[src/rtl/apb_decode_mux.sv]
// APB decode/response stage: address decode to one-hot slave select, response mux,
// decode-miss error response, per-transfer hung-slave timeout and sticky fault status.
module apb_decode_mux #(
  parameter int unsigned           NUM_SLAVES     = 2,
  parameter int unsigned           ADDR_WIDTH     = 32,
  parameter int unsigned           DATA_WIDTH     = 32,
  parameter logic [ADDR_WIDTH-1:0] BASE_ADDR      = 32'h8000_0000,
  parameter int unsigned           SLAVE_SPAN     = 32'h0000_1000,
  parameter int unsigned           TIMEOUT_CYCLES = 16
) (
  input  logic                             HCLK,
  input  logic                             HRESETn,
  input  logic                             PSEL,
  input  logic                             PENABLE,
  input  logic [ADDR_WIDTH-1:0]            PADDR,
  output logic [DATA_WIDTH-1:0]            PRDATA,
  output logic                             PREADY,
  output logic                             PSLVERR,
  output logic [NUM_SLAVES-1:0]            PSEL_slave,
  input  logic [NUM_SLAVES*DATA_WIDTH-1:0] PRDATA_slave,
  input  logic [NUM_SLAVES-1:0]            PREADY_slave,
  input  logic [NUM_SLAVES-1:0]            PSLVERR_slave,
  input  logic                             fault_clear,
  output logic                             fault_valid,
  output logic [1:0]                       fault_code,
  output logic [ADDR_WIDTH-1:0]            fault_addr,
  output logic [7:0]                       fault_count
);

  localparam int unsigned SHIFT   = $clog2(SLAVE_SPAN);
  localparam int unsigned IDX_W   = (NUM_SLAVES > 1) ? $clog2(NUM_SLAVES) : 1;
  localparam bit          TO_EN   = (TIMEOUT_CYCLES > 0);
  localparam int unsigned TO_LAST = TO_EN ? TIMEOUT_CYCLES - 1 : 0;
  localparam int unsigned CNT_W   = (TIMEOUT_CYCLES > 1) ? $clog2(TIMEOUT_CYCLES) : 1;

  localparam logic [1:0] CODE_DECODE  = 2'b01;
  localparam logic [1:0] CODE_TIMEOUT = 2'b10;

  typedef enum logic [1:0] {IDLE, SETUP, ACCESS} state_t;

  state_t                  state;
  logic [IDX_W-1:0]        sel_idx;
  logic                    sel_hit;
  logic [ADDR_WIDTH-1:0]   sel_addr;
  logic [CNT_W-1:0]        tcnt;
  logic                    to_block;

  logic [ADDR_WIDTH-1:0]   off;
  logic [ADDR_WIDTH-1:0]   idx_full;
  logic                    hit;
  logic [IDX_W-1:0]        idx;

  logic                    sel_ready;
  logic                    sel_err;
  logic [DATA_WIDTH-1:0]   sel_rdata;
  logic                    timeout;
  logic                    pready_c;
  logic                    complete;
  logic                    fault_now;
  logic [1:0]              fault_type;

  // Span is a power of two, so the slave index is a plain shift of the offset.
  assign off      = PADDR - BASE_ADDR;
  assign idx_full = off >> SHIFT;
  assign hit      = (PADDR >= BASE_ADDR) && (idx_full < ADDR_WIDTH'(NUM_SLAVES));
  assign idx      = idx_full[IDX_W-1:0];

  always_comb begin
    sel_ready = 1'b0;
    sel_err   = 1'b0;
    sel_rdata = '0;
    for (int unsigned i = 0; i < NUM_SLAVES; i++) begin
      if (sel_idx == IDX_W'(i)) begin
        sel_ready = PREADY_slave[i];
        sel_err   = PSLVERR_slave[i];
        sel_rdata = PRDATA_slave[i*DATA_WIDTH +: DATA_WIDTH];
      end
    end
  end

  assign timeout = TO_EN && (state == ACCESS) && sel_hit && !sel_ready &&
                   (tcnt == CNT_W'(TO_LAST));

  always_comb begin
    pready_c = 1'b0;
    PSLVERR  = 1'b0;
    PRDATA   = '0;
    if (state == ACCESS) begin
      if (!sel_hit || timeout) begin
        pready_c = 1'b1;
        PSLVERR  = 1'b1;
      end else begin
        pready_c = sel_ready;
        PSLVERR  = sel_err;
        PRDATA   = sel_rdata;
      end
    end
  end

  assign PREADY     = pready_c;
  assign complete   = (state == ACCESS) && PSEL && pready_c;
  assign fault_now  = complete && (!sel_hit || timeout);
  assign fault_type = sel_hit ? CODE_TIMEOUT : CODE_DECODE;

  // Reset gates the select directly so it drops even while the bridge still drives PSEL.
  always_comb begin
    PSEL_slave = '0;
    for (int unsigned i = 0; i < NUM_SLAVES; i++) begin
      if (state == IDLE)
        PSEL_slave[i] = PSEL && hit && (idx == IDX_W'(i));
      else
        PSEL_slave[i] = PSEL && sel_hit && (sel_idx == IDX_W'(i));
    end
    if (to_block || !HRESETn)
      PSEL_slave = '0;
  end

  always_ff @(posedge HCLK or negedge HRESETn) begin
    if (!HRESETn) begin
      state    <= IDLE;
      sel_idx  <= '0;
      sel_hit  <= 1'b0;
      sel_addr <= '0;
      tcnt     <= '0;
      to_block <= 1'b0;
    end else begin
      to_block <= complete && timeout;
      unique case (state)
        IDLE: begin
          if (PSEL && !PENABLE) begin
            state    <= SETUP;
            sel_idx  <= idx;
            sel_hit  <= hit;
            sel_addr <= PADDR;
            tcnt     <= '0;
          end
        end
        SETUP: state <= ACCESS;
        ACCESS: begin
          if (!PSEL || pready_c)
            state <= IDLE;
          else if (TO_EN && sel_hit && !sel_ready)
            tcnt <= tcnt + CNT_W'(1);
        end
        default: state <= IDLE;
      endcase
    end
  end

  // A fault coinciding with a clear restarts the status from that fault.
  always_ff @(posedge HCLK or negedge HRESETn) begin
    if (!HRESETn) begin
      fault_valid <= 1'b0;
      fault_code  <= '0;
      fault_addr  <= '0;
      fault_count <= '0;
    end else if (fault_now) begin
      if (fault_clear || !fault_valid) begin
        fault_valid <= 1'b1;
        fault_code  <= fault_type;
        fault_addr  <= sel_addr;
      end
      if (fault_clear)
        fault_count <= 8'd1;
      else if (fault_count != 8'hFF)
        fault_count <= fault_count + 8'd1;
    end else if (fault_clear) begin
      fault_valid <= 1'b0;
      fault_code  <= '0;
      fault_addr  <= '0;
      fault_count <= '0;
    end
  end

endmodule

[config.mk]
export PLATFORM = sky130hd
export DESIGN_NAME = apb_decode_mux
export DESIGN_NICKNAME = d
export VERILOG_FILES = /design/src/rtl/apb_decode_mux.sv
export SDC_FILE = /design/constraint.sdc
export NUM_CORES = 1
export LEC_CHECK = 0
export ABC_CLOCK_PERIOD_IN_PS = 3700
export CAP_MARGIN = 20
export CORE_MARGIN = 8
export CORE_UTILIZATION = 41
export DETAILED_ROUTE_END_ITERATION = 10
export PLACE_DENSITY = 0.91
export SETUP_SLACK_MARGIN = 0.5
export SYNTH_ARGS = -nofsm -noshare
export SYNTH_HDL_FRONTEND = slang
export SYNTH_SLANG_ARGS = --single-unit
[constraint.sdc]
create_clock -name HCLK -period 3.7 [get_ports HCLK]
set_input_delay 1.11 -clock HCLK [delete_from_list [all_inputs] [get_ports HCLK]]
set_output_delay 1.11 -clock HCLK [all_outputs]
set_load 0.03 [all_outputs]
==> flow_summary.yaml <==
synthesis:
  synth_top_family_by_area: "multiplexers"
  synth_edf_count: 0
  syn_inst: 334
  synthArstFlopShare_pct: 100
  synthTopCellsByArea: "dfrtp_1, mux2_2, mux2i_1"
  synth_xor_area_share_pct: 0
  syn_nets: 441
  yosysWarnings: 0
  synth-adder-area-share_pct: 0.635
  synth_cell_types: 46
  syn-mean-instance-area_um2: 11.8
  mappedNetlistArea_um2: 3940
  yosysTopAreaCellShare_pct: 52.7
  yosysTopAreaCell: "dfrtp_1"
  synth-simple-area-share_pct: 11.3
  synth_common_cells: "dfrtp_1, nor2_1, mux2i_1, mux2_2, a22o_1"
  synth-seq-cells: 83
  synth_compound_area_share_pct: 12.9
  synthMuxAreaShare_pct: 19.0
  synthFlopType: "dfrtp_1"
  ys_seq_area_share_pct: 52.7
  synth.most_common_cell: "dfrtp_1"
run_status:
  status: "finished, final reports clean"
worst_setup_path:
  critPathTopFamily: "simple AND/OR/NAND/NOR gates"
  crit_start: "PADDR[19]"
  reg2reg_slack_ns: 1.35
  critPathRequiredTime_ns: 2.59
  crit_end: "PSEL_slave[0]"
  path_cells: "buf_6 -> or4b_4 -> nor4_4 -> nand4b_1 -> a21oi_4 -> buf_12"
  crit_path_start_kind: "input pin"
  cpMaxStageDelayCell: "or4b_4"
  crit_arrival_ns: 2.48
  path_buf_inv: 2
  reg2reg_to: "fault_count[5]"
  path_depth: 6
  cp_max_fo: 3
  criticalPathCategory: "input pin to output pin"
  endpoint_kind: "output pin"
  r2r_cells: 8
  r2r_start: "tcnt[0]"
  cpPeakStageDelay_ns: 0.54
route:
  ant_nets: 0
  vias: 3597
  drt_first_pass_iters: 4
  drt_iter0_drc: 203
  routed_wl_um: 14600
  wire_per_inst_um: 21.9
  vias_per_cell: 5.39
  drc: 0
placement:
  io_buffers: 183
  place_area_um2: 6020
  place_ws_ns: -0.272
  dpl.hpwl_um: 10000
  placed_cells: 638
  routabilityCongestion: 0.864
timing:
  fin_ws_ns: 0.111
  rsz0062_at_grt: "yes"
  relSlewSlack_pct: 63.8
  skew_ns: 0.0130
  fmax_mhz: 279
  hold_viol: 0
  finalSetupTns_ns: 0
  period_needed_ns: 3.59
  drv_slew: 0
  finalSetupViolCount: 0
  tightest_slew_ns: 0.543
  timing.final.crit_share_pct: 97.0
power_and_ir_drop:
  combPwrFrac_pct: 24.3
  net-switching-power_uw: 691
  sequentialPowerShare_pct: 45.8
  ir_drop_mv: 0.296
  static-leakage-power_nw: 2.91
  p_sw_share_pct: 29.3
  p_clk_share_pct: 29.9
  p_int_mw: 1.67
  powerDensity_nw_per_um2: 346
clock_network:
  root_buffer: "clkbuf_8"
  cts_hold_buf: 0
  htreeDepth: 3
  clock_latency_ns: 0.35
  clkSinkCount: 83
  clockBufferDepth: 2
  cts_made_buffers: 9
  path_clk_slew_ns: 0.08
  cts_tree: "done"
final_layout:
  fin_cells: 667
  multiInputGateArea_um2: 2090
  register_area_um2: 2080
  nNetsFinal: 640
  n_antenna_cell: 0
  fillCellCount: 618
  drive_gt1_share_pct: 31.6
  fin_util_pct: 73.4
  stdcell_area_um2: 6810
  area_delta_synth_final_pct: 72.9
floorplan:
  initial_core_util_pct: 42.4
  row_count: 35
  die_height_um: 114
  dieWidth_um: 114
  io_pins: 184
  core_um2: 9280
  die_area_um2: 13000
global_route:
  antenna_found_initial: 0
  grt_use_total_pct: 21.9
  grt_pass1_vias: 3796
  gr-total-overflow: 0
  grt_max_degree: 44
  grt_pass1_wl_um: 22200
min_path:
  hold_class: "flop to flop"
  worstHoldPathCells: 1
run:
  maxCapViolCount: 0
-- worst reg2reg max path, stage by stage, from the launching register on --
cell and delay, ns:
dfrtp_1 0.40, ha_1 0.23, nand4_2 0.21, o21a_4 0.29, buf_6 0.12, buf_4 0.13, buf_4 0.17, nor4b_1 0.33
mux2_2 0.37
-- state kept, by name, indices dropped and copies added, names as in the netlist --
| register | cells |
|---|---|
| to_block | 1 |
| fault_addr | 32 |
| sel_hit | 1 |
| tcnt | 4 |
| sel_addr | 32 |
| state | 2 |
| fault_code | 2 |
| fault_valid | 1 |
| fault_count | 8 |
-- final cells by class --
cell class / instances / share of cell area [%]
Sequential cell: 83 / 30.5
Timing Repair Buffer: 210 / 32.9
Clock inverter: 5 / 0.992
Tap cell: 129 / 2.37
Inverter: 6 / 0.331
Clock buffer: 11 / 2.22
Multi-Input combinational cell: 223 / 30.7
-- worst min-delay path by stage --
stage,start,to,slack (ns)
final,sel_addr[2],fault_addr[2],0.50
after global routing,sel_addr[2],sel_addr[2],0.52
after CTS,sel_addr[25],fault_addr[25],0.50
after detailed placement,fault_addr[17],fault_addr[17],0.48
after global placement,sel_addr[22],fault_addr[22],0.48
after floorplan,sel_addr[10],fault_addr[10],0.47
-- layout by cell type (no fill, tap or decap), drive strengths merged, types with 3 or more instances in the layout --
| cell type | count |
|---|---|
| dlygate4sd2 | 9 |
| nand2 | 8 |
| dfrtp | 83 |
| mux2 | 35 |
| nor2b | 3 |
| nand4 | 4 |
| mux2i | 35 |
| nand2b | 4 |
| nor4 | 6 |
| o21ai | 8 |
| o31ai | 3 |
| clkdlybuf4s50 | 128 |
| nor2 | 39 |
| dlymetal6s2s | 3 |
| a21oi | 7 |
| nand3 | 5 |
| inv | 9 |
| clkbuf | 11 |
| a22o | 33 |
| buf | 70 |
-- logic make-up (layout without fill, tap and decap cells) --
group	Yosys count	count (layout)
AO/OA/AOI/OAI	65	65
adder cells (fa/ha/maj)	2	2
buffers and inverters	28	232
flip-flops	83	83
multiplexers	70	70
AND/OR/NAND/NOR	86	86
-- through the flow --
stage / hold slack [ns] / total power, mW
2_1_floorplan: 0.469 / 1.37
3_3_place_gp: 0.478 / 1.61
3_5_place_dp: 0.481 / 1.63
4_1_cts: 0.501 / 2.35
5_1_grt: 0.520 / 2.46
6_report: 0.501 / 2.36
-- per-layer routing --
| layer | track usage [%] | share of wire [%] | vias to the layer above |
|---|---|---|---|
| met2 | 38.2 | 51 | 152 |
| met5 | 0 | 0 | - |
| li1 | - | - | 1635 |
| met4 | 7.72 | 2.4 | 0 |
| met1 | 25.4 | 40 | 1788 |
| met3 | 5.60 | 6.7 | 22 |
-- power by group through the flow --
stage,registers [mW],clock network [mW],logic [mW]
2_1_floorplan,1.13,0,0.249
3_5_place_dp,1.10,0,0.539
6_report,1.08,0.705,0.573
5_1_grt,1.09,0.756,0.607
4_1_cts,1.08,0.716,0.558
3_3_place_gp,1.09,0,0.525
-- timing repair --
action,in CTS,in global routing
cloned,4,0
setup buffers,7,2
setup endpoints to repair,36,36
pin swaps,40,12
gates resized for setup,120,17
No activity file was read; power rests on OpenSTA's default activity.
